File: config.mk
export PLATFORM = sky130hd
export DESIGN_NAME = mem_port_arbiter
export DESIGN_NICKNAME = d
export VERILOG_FILES = /design/src/rtl/mem_port_arbiter.sv
export SDC_FILE = /design/constraint.sdc
export NUM_CORES = 1
export LEC_CHECK = 0
export ABC_CLOCK_PERIOD_IN_PS = 3990
export CORE_ASPECT_RATIO = 1.2
export CORE_MARGIN = 2
export CORE_UTILIZATION = 45
export CTS_CLUSTER_DIAMETER = 50
export DETAILED_ROUTE_END_ITERATION = 8
export GPL_ROUTABILITY_DRIVEN = 0
export PLACE_DENSITY_LB_ADDON = 0.08
export SYNTH_ARGS = -nofsm -noshare
export SYNTH_HDL_FRONTEND = slang
export SYNTH_SLANG_ARGS = --single-unit
File: constraint.sdc
create_clock -name clk -period 3.99 [get_ports clk]
set_input_delay 0.399 -clock clk [delete_from_list [all_inputs] [get_ports clk]]
set_output_delay 0.399 -clock clk [all_outputs]
set_load 0.01 [all_outputs]
File: src/rtl/mem_port_arbiter.sv
`default_nettype none
// ============================================================================
// mem_port_arbiter : shares one fixed-latency memory port between I and D caches
// Revision 1.0
// ============================================================================
module mem_port_arbiter #(
  parameter int MEM_LAT    = 2,
  parameter int STARVE_MAX = 4
) (
  input  logic        clk,
  input  logic        rst,
  input  logic        i_req,
  input  logic [31:0] i_addr,
  output logic [31:0] i_rdata,
  output logic        i_ack,
  input  logic        d_req,
  input  logic        d_we,
  input  logic [31:0] d_addr,
  input  logic [31:0] d_wdata,
  output logic [31:0] d_rdata,
  output logic        d_ack,
  output logic [31:0] mem_addr,
  output logic [31:0] mem_wdata,
  output logic        mem_web,
  input  logic [31:0] mem_rdata,
  output logic        busy
);

  localparam logic [1:0] c_IDLE     = 2'd0;
  localparam logic [1:0] c_BUSY     = 2'd1;
  localparam logic [1:0] c_ACK      = 2'd2;
  localparam logic [2:0] c_LAT_LAST = 3'(MEM_LAT - 1);
  localparam logic [3:0] c_STARVE   = 4'(STARVE_MAX);

  logic [1:0]  state_q, state_d;
  logic [2:0]  cnt_q, cnt_d;
  logic [3:0]  starve_q, starve_d;
  logic        owner_d_q, owner_d_d;   // 1 = data cache owns the transaction
  logic        we_q, we_d;
  logic [31:0] addr_q, addr_d;
  logic [31:0] wdata_q, wdata_d;
  logic [31:0] i_rdata_q, i_rdata_d;
  logic [31:0] d_rdata_q, d_rdata_d;
  logic        w_grant_i;

  // D normally wins; a pending I wins once D has been granted STARVE_MAX times in a row
  assign w_grant_i = i_req && (!d_req || (starve_q == c_STARVE));

  always_comb begin
    state_d   = state_q;
    cnt_d     = cnt_q;
    starve_d  = starve_q;
    owner_d_d = owner_d_q;
    we_d      = we_q;
    addr_d    = addr_q;
    wdata_d   = wdata_q;
    i_rdata_d = i_rdata_q;
    d_rdata_d = d_rdata_q;
    case (state_q)
      c_IDLE: begin
        if (i_req || d_req) begin
          state_d = c_BUSY;
          cnt_d   = 3'd0;
          if (w_grant_i) begin
            owner_d_d = 1'b0;
            we_d      = 1'b0;
            addr_d    = i_addr;
            wdata_d   = 32'd0;
            starve_d  = 4'd0;
          end else begin
            owner_d_d = 1'b1;
            we_d      = d_we;
            addr_d    = d_addr;
            wdata_d   = d_wdata;
            if (!i_req)
              starve_d = 4'd0;
            else if (starve_q != c_STARVE)
              starve_d = starve_q + 4'd1;
          end
        end
      end
      c_BUSY: begin
        if (we_q) begin
          state_d = c_ACK;
        end else if (cnt_q == c_LAT_LAST) begin
          state_d = c_ACK;
          if (owner_d_q)
            d_rdata_d = mem_rdata;
          else
            i_rdata_d = mem_rdata;
        end else begin
          cnt_d = cnt_q + 3'd1;
        end
      end
      c_ACK:   state_d = c_IDLE;
      default: state_d = c_IDLE;
    endcase
  end

  always_ff @(posedge clk) begin
    if (rst) begin
      state_q   <= c_IDLE;
      cnt_q     <= 3'd0;
      starve_q  <= 4'd0;
      owner_d_q <= 1'b0;
      we_q      <= 1'b0;
      addr_q    <= 32'd0;
      wdata_q   <= 32'd0;
      i_rdata_q <= 32'd0;
      d_rdata_q <= 32'd0;
    end else begin
      state_q   <= state_d;
      cnt_q     <= cnt_d;
      starve_q  <= starve_d;
      owner_d_q <= owner_d_d;
      we_q      <= we_d;
      addr_q    <= addr_d;
      wdata_q   <= wdata_d;
      i_rdata_q <= i_rdata_d;
      d_rdata_q <= d_rdata_d;
    end
  end

  // Memory-side outputs are decoded from registered state only
  assign mem_addr  = (state_q == c_BUSY) ? addr_q : 32'd0;
  assign mem_wdata = ((state_q == c_BUSY) && we_q) ? wdata_q : 32'd0;
  assign mem_web   = (state_q == c_BUSY) && we_q;
  assign i_ack     = (state_q == c_ACK) && !owner_d_q;
  assign d_ack     = (state_q == c_ACK) && owner_d_q;
  assign i_rdata   = i_rdata_q;
  assign d_rdata   = d_rdata_q;
  assign busy      = (state_q != c_IDLE);

endmodule
`default_nettype wire

==> metrics, run 1 <==
CP max FO=42; Data arrival, critical path=2.60 ns; max incr delay on CP=0.67 ns; Hold Crit Depth=2; sw frac=25.1%; crit path launch=state_q[0]$_SDFFE_PP0P_; Routed WL=17,400 um; GRT Util Overall=24.7%; antenna cells=0; initial antenna violation count=0; max frequency=333 MHz; routing usage on met2=44.7%; critical path's slowest cell=nor2b_4; Synth async-reset ratio=0%; R2R cell count=7; EDFF count, synth=0; Final Hold Violating Endpoints=0; Clock power frac=42.1%; Max Root-Sink Buffers=2; Setup TNS=0 ns; most crowded layer after global routing=met2; post-CTS sizing=0; RSZ-0062 raised after global routing=false; Final period util=75.3%; grt met1 use=27.4%; hold_buf cts=0; CTS tree=built; Post-Syn Area=5780 sq um; pwr dens=396 nW/um^2; Slew headroom=23.6%; Port Buf Inserts=264; H-tree levels=4; drt first pass iters=4; fin worst setup slack=0.986 ns; CP top delay family=buffers and inverters; number of synthesized register bits=139; Root Buffer=clkbuf_16; DRT iter0 DRCs=394; post-synth top area cell=dfxtp_1; RR Endpoint=addr_q[15]$_SDFFE_PP0P_; area taken by flip-flops and latches=2780 sq um; crit path cell chain=nor2b_4 > buf_4 > and3_1 > clkdlybuf4s50_1; wire per inst=15.1 um; post-synth top area share=48.1%; minimum clock period=3.00 ns; total net switching power=0.895 mW; Yosys cell types=36; largest net degree at the start of global routing=97; postcts setup bufs=0; YS warnings=0; share of cells above drive strength 1=4.66%; Routed Antenna Nets=0; CP Launch Type=flop; Top FF cell, synth=dfxtp_1; status=finished clean; area of the multi-input gates=2710 sq um; list of most frequent post-synthesis cells=197 x nand2_1, 139 x dfxtp_1, 132 x a21oi_1; nets@finish=1,111; Clock Skew=0.00751 ns; pre-CTS setup slack=1.34 ns; met3 Track Usage GR=6.66%; Num CTS Buffers=17; r2r setup slk=1.68 ns; TritonCTS Sinks=139; Vias per Instance=5.21; P&R area growth vs syn=56.1%; Residual DRC=0; Starting Density=45.8%; Die Width=107 um; row count=45; Worst Setup End Kind=output port; total die area=13,800 sq um; I/O pin cnt=265; die height=128 um; worst hold path class=reg -> reg; final instance area=9030 sq um; CP endpoint=mem_wdata[1]; total overflow reported by the global router=0; Least-Margin Pin Slew=1.15 ns; final setup vio count=0; routed vias=5,991; core area=12,600 sq um; Leakage Power=3.36 nW; Int Pwr=2.68 mW; R2R Path Start=starve_q[0]$_SDFFE_PP0P_; Max-cap violations=0; fin util=71.6%; Clock transition at path regs=0.06 ns; Final Slew Violations=0; Max VDD drop=0.272 mV; Synth Instances=747; synth top area cells=dfxtp_1 48%, nand2_1 13%, a21oi_1 11%; Fill cells=1,013; Mapped Avg Cell Area=7.74 sq um; worst skew pair latency=0.41 ns; first-pass GRT wire length=27,300 um; logic gate share of total power=15.5%; Levels on crit path=4; Hold Crit Start=i_rdata[23]$_SDFFE_PP0P_; crit path kind=reg -> out; dpl cell area=8460 sq um; most frequent cell after synthesis=nand2_1; share of the yosys chip area belonging to registers=48.1%; Reg power frac=42.4%; WP data required=3.59 ns; Net Count, Synth=884; HPWL Detailed=12,100 um; Buffers & Inverters on Critical Path=2; WHS=0.453 ns; vias in the first global route=5,792
-- area by class of cell --
type / count / area share (%)
timing repair buffer: 273 / 30.3
clock buffer: 21 / 4.99
inverter: 7 / 0.291
sequential: 139 / 30.8
multi-input combinational: 536 / 30.0
clock inverter: 11 / 1.33
tap: 164 / 2.27
-- power groups by stage --
stage               clock [mW]  sequential (mW)  combinational, mW
finish                    1.51             1.51              0.554
global route              1.59             1.52              0.610
CTS                       1.53             1.51              0.556
detailed placement           0             1.54              0.552
global placement             0             1.54              0.541
floorplan                    0             1.53              0.281
-- cell usage in the layout, fill, tap and decap left out, types with 2 or more instances in the layout --
cell             synthesis  layout
clkdlybuf4s50_1          0     263
nand2_1                197     197
dfxtp_1                139     139
a21oi_1                132     132
nor2_1                  38      38
nand3_1                 34      34
and2_1                  33      33
a211oi_1                33      33
and3_1                  32      32
clkbuf_16                0      17
buf_4                    1       8
inv_1                    7       7
or4_1                    4       4
ha_1                     4       4
clkinv_2                 0       4
nor3_1                   3       3
clkinvlp_4               0       3
clkbuf_1                39       3
nor3b_1                  2       2
o21ai_4                  0       2
nand2b_1                 2       2
nor4_4                   0       2
a311oi_1                 2       2
nand4_1                  2       2
bufinv_16                0       2
buf_12                   0       2
-- sequential cells by signal, indices dropped and copies added (netlist names) --
| name | cells |
|---|---|
| addr_q | 32 |
| state_q | 2 |
| starve_q | 4 |
| owner_d_q | 1 |
| i_rdata | 32 |
| cnt_q | 3 |
| we_q | 1 |
| d_rdata | 32 |
| wdata_q | 32 |
-- layer usage --
metal  up-vias  part of all wire (%)
li1       2964                     -
met2       232                    51
met5         -                     0
met3        29                   6.6
met4         0                   2.6
met1      2766                    40
-- worst min-delay path by stage --
stage	endpoint	slack, ns
6_report	i_rdata[23]$_SDFFE_PP0P_	0.45
5_1_grt	wdata_q[19]$_SDFFE_PP0P_	0.48
4_1_cts	wdata_q[1]$_SDFFE_PP0P_	0.45
3_5_place_dp	wdata_q[10]$_SDFFE_PP0P_	0.45
3_3_place_gp	wdata_q[13]$_SDFFE_PP0P_	0.44
2_1_floorplan	wdata_q[11]$_SDFFE_PP0P_	0.43
-- worst register-to-register path, delay by kind of cell, from the launching register on --
kind | cells | cell delay, ns
compound gates | 2 | 0.86
flops | 1 | 0.40
simple gates | 2 | 0.38
fa+ha+maj | 1 | 0.21
buf+inv | 2 | 0.36
-- cells by family (layout without fill, tap and decap cells) --
family	count (synthesis)	count (layout)	synth area share [%]
AND/OR/NAND/NOR	357	357	28.1
adder cells (fa/ha/maj)	4	4	0.866
XOR/XNOR	2	2	0.303
flip-flops	139	139	48.1
buffers and inverters	72	312	5.91
AO/OA/AOI/OAI	173	173	16.7
-- stage by stage --
step,std cells,power (mW)
final,1151,3.57
after detailed placement,1119,2.09
after floorplan,747,1.81
after global placement,1119,2.08
after global routing,1151,3.72
after CTS,1151,3.60
No activity file was read; power rests on OpenSTA's default activity.
==> inputs of run 2 (changes only) <==
Settings changed: ABC_CLOCK_PERIOD_IN_PS 3990 to 2800, CORE_UTILIZATION 45 to 42.
Clock period 3.99 ns to 2.8 ns, I/O delays scaled along.
==> run 2 against run 1 <==
Non-clock buffer count grew 9. Sequential power is 43% higher. Hold slack worse by 0.043 ns. Die area increased by 6.9%. Register-to-register slack got worse by 0.97 ns. Wire length grew 0.53%. Sequential cell count did not move. Utilization shrank 3.5 points. Via count down 1.4%. Largest cell class is now non-clock buffers. Largest power group unchanged. First-iteration DRC count increased by 1.8%.
==> metrics, run 2 (synthesis results as in run 1) <==
Vias per Instance=5.08 (-2.5%); status=finished clean; CTS tree=built; final setup vio count=0 (unchanged); Clock Skew=0.0101 ns (+0.00257 ns); Max Root-Sink Buffers=2 (unchanged); pre-CTS setup slack=0.674 ns (-0.665 ns); drt first pass iters=5 (+1); commonest non-fill, non-tap cell in the layout=clkdlybuf4s50_1; Port Buf Inserts=264 (unchanged); total die area=14,700 sq um (+6.9%); dpl cell area=8520 sq um (+0.71%); postcts setup bufs=0 (unchanged); Starting Density=43.3% (-2.5 points); row count=46 (+2.2%); most used cells in the layout excluding fill and tap cells=263 x clkdlybuf4s50_1, 197 x nand2_1, 139 x dfxtp_1; H-tree levels=4 (unchanged); Die Width=111 um (+3.4%); first-pass GRT wire length=28,300 um (+3.6%); Final Slew Violations=0 (unchanged); Max VDD drop=0.300 mV (+10%); fin worst setup slack=0.290 ns (-0.696 ns); die height=133 um (+3.4%); P&R area growth vs syn=57.2%; nets@finish=1,120 (+0.81%); Routed Antenna Nets=0 (unchanged); Routed WL=17,500 um (+0.53%); Residual DRC=0 (unchanged); HPWL Detailed=11,500 um (-4.5%); vias in the first global route=5,646 (-2.5%); wire per inst=15.0 um (-0.59%); RSZ-0062 raised after global routing=false; final instance area=9090 sq um (+0.65%); largest net degree at the start of global routing=58 (-40%); Final period util=89.6%; WP data required=2.52 ns (-1.07 ns); Leakage Power=3.40 nW (+1.2%); antenna cells=0 (unchanged); Num CTS Buffers=17 (unchanged); minimum clock period=2.51 ns; worst skew pair latency=0.41 ns (about the same); total overflow reported by the global router=0 (unchanged); hold_buf cts=0 (unchanged); Setup TNS=0 ns (unchanged); Root Buffer=clkbuf_16; TritonCTS Sinks=139 (unchanged); Max-cap violations=0 (unchanged); worst hold path class=in -> reg; max frequency=398 MHz; crit path kind=reg -> out; Final Hold Violating Endpoints=0 (unchanged); Worst Setup End Kind=output port; CP Launch Type=flop; core area=13,400 sq um (+5.9%); Least-Margin Pin Slew=0.978 ns (-0.169 ns); pwr dens=559 nW/um^2 (+41%); I/O pin cnt=265 (unchanged); Data arrival, critical path=2.23 ns (-0.37 ns); post-CTS sizing=0 (unchanged); DRT iter0 DRCs=401 (+1.8%); Total Power=5.08 mW (+42%); CP max FO=35 (-17%); Clock transition at path regs=0.05 ns (about the same); GRT Util Overall=23.3% (-1.4 points); routed vias=5,909 (-1.4%); share of cells above drive strength 1=5.72% (+1.1 points); initial antenna violation count=0 (unchanged); Slew headroom=34.7% (+11 points)
-- run 2: changes by cell type in the layout (fill, tap and decap cells not counted) --
cell / change
buf_4: +10
bufinv_16: -1
clkinvlp_4: -1
buf_12: -1
clkinv_4: +2
clkbuf_8: +1
clkbuf_1: -2
inv_6: +2
clkinv_2: -1
-- run 2: critical path: stages, from the launching register on --
cell,delay (ns)
dfxtp_1,0.96
and3_1,0.32
clkdlybuf4s50_1,0.55
-- run 2: metal layers --
metal | track usage (%) | routed length, um | vias to the layer above | share of wire [%]
met5 | 0 | 0 | - | 0
met4 | 6.52 | 220 | 0 | 1.3
met3 | 8.02 | 1280 | 15 | 7.3
met2 | 40.2 | 8990 | 192 | 51
met1 | 27.8 | 7030 | 2727 | 40
li1 | - | - | 2975 | -
-- run 2: final cells by class --
type / instances / area, sq um
fill: 1168 / 4270
timing repair buffer: 282 / 2790
sequential: 139 / 2780
multi-input combinational: 536 / 2710
clock buffer: 20 / 457
tap: 168 / 210
clock inverter: 12 / 113
inverter: 7 / 26.3
-- run 2: final timing paths --
path	from	to	slack (ns)	cells past startpoint
setup / recovery	we_q$_SDFFE_PP0P_	mem_wdata[2]	0.29	2
hold / removal	rst	d_rdata[26]$_SDFFE_PP0P_	0.41	2
setup reg to reg	we_q$_SDFFE_PP0P_	i_rdata[20]$_SDFFE_PP0P_	0.71	5
hold reg to reg	wdata_q[13]$_SDFFE_PP0P_	wdata_q[13]$_SDFFE_PP0P_	0.45	2
-- run 2: through the flow --
| stage | instances | hold slack, ns | utilization (%) |
|---|---|---|---|
| 2_1_floorplan | 747 | 0.416 | - |
| 3_5_place_dp | 1132 | 0.443 | 63.8 |
| 6_report | 1164 | 0.410 | 68.0 |
| 4_1_cts | 1164 | 0.393 | 68.0 |
| 5_1_grt | 1164 | 0.416 | 68.0 |
| 3_3_place_gp | 1132 | 0.439 | 63.8 |
-- run 2: report_power, final --
group	switching [mW]	internal (mW)	leakage, nW
Combinational	0.391	0.397	1.99
Clock	0.859	1.28	0.277
Sequential	0.0666	2.09	1.13
==> inputs of run 3 (changes only) <==
Settings changed: ABC_CLOCK_PERIOD_IN_PS 2800 to 3200, CORE_UTILIZATION 42 to 45, TNS_END_PERCENT set to 10.
Clock period 2.8 ns to 3.2 ns, I/O delays scaled along.
==> run 3 against run 2 <==
Global-route usage up 1.9 points. Clock power about the same. Via count is 2.5% higher. Non-clock buffer count decreased by 5. Critical path depth grew 1.
==> metrics, run 3 (synthesis results as in run 1) <==
CP Launch Type=flop; status=finished clean; most used cells in the layout excluding fill and tap cells=263 x clkdlybuf4s50_1, 197 x nand2_1, 139 x dfxtp_1; pre-CTS setup slack=0.710 ns (+0.0362 ns); drt first pass iters=5 (unchanged); DRT iter0 DRCs=396 (-1.2%); WP data required=2.88 ns (+0.36 ns); Clock Skew=0.00616 ns (-0.00392 ns); CP max FO=23 (-34%); die height=128 um (-3.3%); Port Buf Inserts=264 (unchanged); commonest non-fill, non-tap cell in the layout=clkdlybuf4s50_1; Final Hold Violating Endpoints=0 (unchanged); dpl cell area=8490 sq um (-0.35%); Routed WL=17,700 um (+1.2%); HPWL Detailed=12,200 um (+5.9%); Vias per Instance=5.24 (+3.3%); TritonCTS Sinks=139 (unchanged); Inst Count DP=1,123 (-0.80%); Max VDD drop=0.327 mV (+9.0%); pwr dens=520 nW/um^2 (-7.0%); wire per inst=15.3 um (+2.0%); crit path kind=reg -> out; RSZ-0062 raised after global routing=false; Final Slew Violations=0 (unchanged); CTS tree=built; nets@finish=1,115 (-0.45%); max frequency=393 MHz; Residual DRC=0 (unchanged); sw frac=24.4% (-1.5 points); Data arrival, critical path=2.22 ns (about the same); Int Pwr=3.59 mW (-4.6%); row count=45 (-2.2%); Setup TNS=0 ns (unchanged); Clock transition at path regs=0.06 ns (about the same); Num CTS Buffers=17 (unchanged); H-tree levels=4 (unchanged); hold_buf cts=0 (unchanged); core area=12,600 sq um (-5.5%); Max Root-Sink Buffers=2 (unchanged); Least-Margin Pin Slew=1.20 ns (+0.223 ns); Post-Layout Cell Count=1,155 (-0.77%); fin worst setup slack=0.658 ns (+0.368 ns); I/O pin cnt=265 (unchanged); Slew headroom=19.9% (-15 points); total net switching power=1.16 mW (-12%); Root Buffer=clkbuf_16; logic gate share of total power=14.7% (-0.8 points); Clock power frac=45.7% (+3.7 points); postcts setup bufs=0 (unchanged); P&R area growth vs syn=58.1%; first-pass GRT wire length=28,000 um (-1.2%); worst hold path class=reg -> reg; total die area=13,800 sq um (-6.4%); share of cells above drive strength 1=5.25% (-0.48 points); vias in the first global route=5,948 (+5.3%); Reg power frac=39.6% (-2.9 points); worst skew pair latency=0.41 ns (about the same); Worst Setup End Kind=output port; Leakage Power=3.42 nW (+0.56%); antenna cells=0 (unchanged); Routed Antenna Nets=0 (unchanged); post-CTS sizing=0 (unchanged); Final period util=79.4%; Die Width=107 um (-3.3%); Starting Density=45.8% (+2.5 points); final instance area=9140 sq um (+0.63%); final setup vio count=0 (unchanged); minimum clock period=2.54 ns; GRT Util Overall=25.2% (+1.9 points); Max-cap violations=0 (unchanged); largest net degree at the start of global routing=97 (+67%); total overflow reported by the global router=0 (unchanged); initial antenna violation count=0 (unchanged); routed vias=6,057 (+2.5%)
-- run 3: through the flow --
step / hold WS, ns / power (mW) / utilization [%]
3_5_place_dp: 0.444 / 2.62 / 67.3
6_report: 0.448 / 4.75 / 72.5
3_3_place_gp: 0.438 / 2.60 / 67.3
2_1_floorplan: 0.432 / 2.26 / -
5_1_grt: 0.464 / 4.94 / 72.5
4_1_cts: 0.452 / 4.78 / 72.5
-- run 3: cell type report --
| class | count | area (sq um) |
|---|---|---|
| fillers | 1001 | 3470 |
| flip-flops and latches | 139 | 2780 |
| well taps | 164 | 205 |
| inverters | 7 | 26.3 |
| clock inverters | 13 | 214 |
| multi-input cells | 536 | 2710 |
| repair buffers | 277 | 2760 |
| clock buffers | 19 | 443 |
-- run 3: path summary, 6_finish.rpt --
| kind | startpoint | end | slack [ns] | depth (start not counted) |
|---|---|---|---|---|
| max reg2reg | we_q$_SDFFE_PP0P_ | i_rdata[9]$_SDFFE_PP0P_ | 0.79 | 4 |
| max | we_q$_SDFFE_PP0P_ | mem_wdata[9] | 0.66 | 3 |
| min reg2reg | wdata_q[18]$_SDFFE_PP0P_ | wdata_q[18]$_SDFFE_PP0P_ | 0.45 | 2 |
| min | wdata_q[18]$_SDFFE_PP0P_ | wdata_q[18]$_SDFFE_PP0P_ | 0.45 | 2 |
-- run 3: worst max-delay path, stage by stage, from the launching register on --
cell,delay [ns]
dfxtp_1,0.71
buf_4,0.34
and3_1,0.22
clkdlybuf4s50_1,0.55
-- run 3: power groups by stage --
stage / Sequential, mW / Clock [mW] / Combinational, mW
global route: 1.89 / 2.28 / 0.767
global placement: 1.91 / 0 / 0.684
detailed placement: 1.92 / 0 / 0.697
CTS: 1.88 / 2.19 / 0.703
floorplan: 1.91 / 0 / 0.350
finish: 1.88 / 2.17 / 0.699
-- run 3: routing by layer --
metal	wire, um	GRT usage, %	vias up
met5	0	0	-
met4	433	9.43	0
met3	1180	6.15	34
met2	8990	44.9	229
met1	7130	29.1	2824
li1	-	-	2970
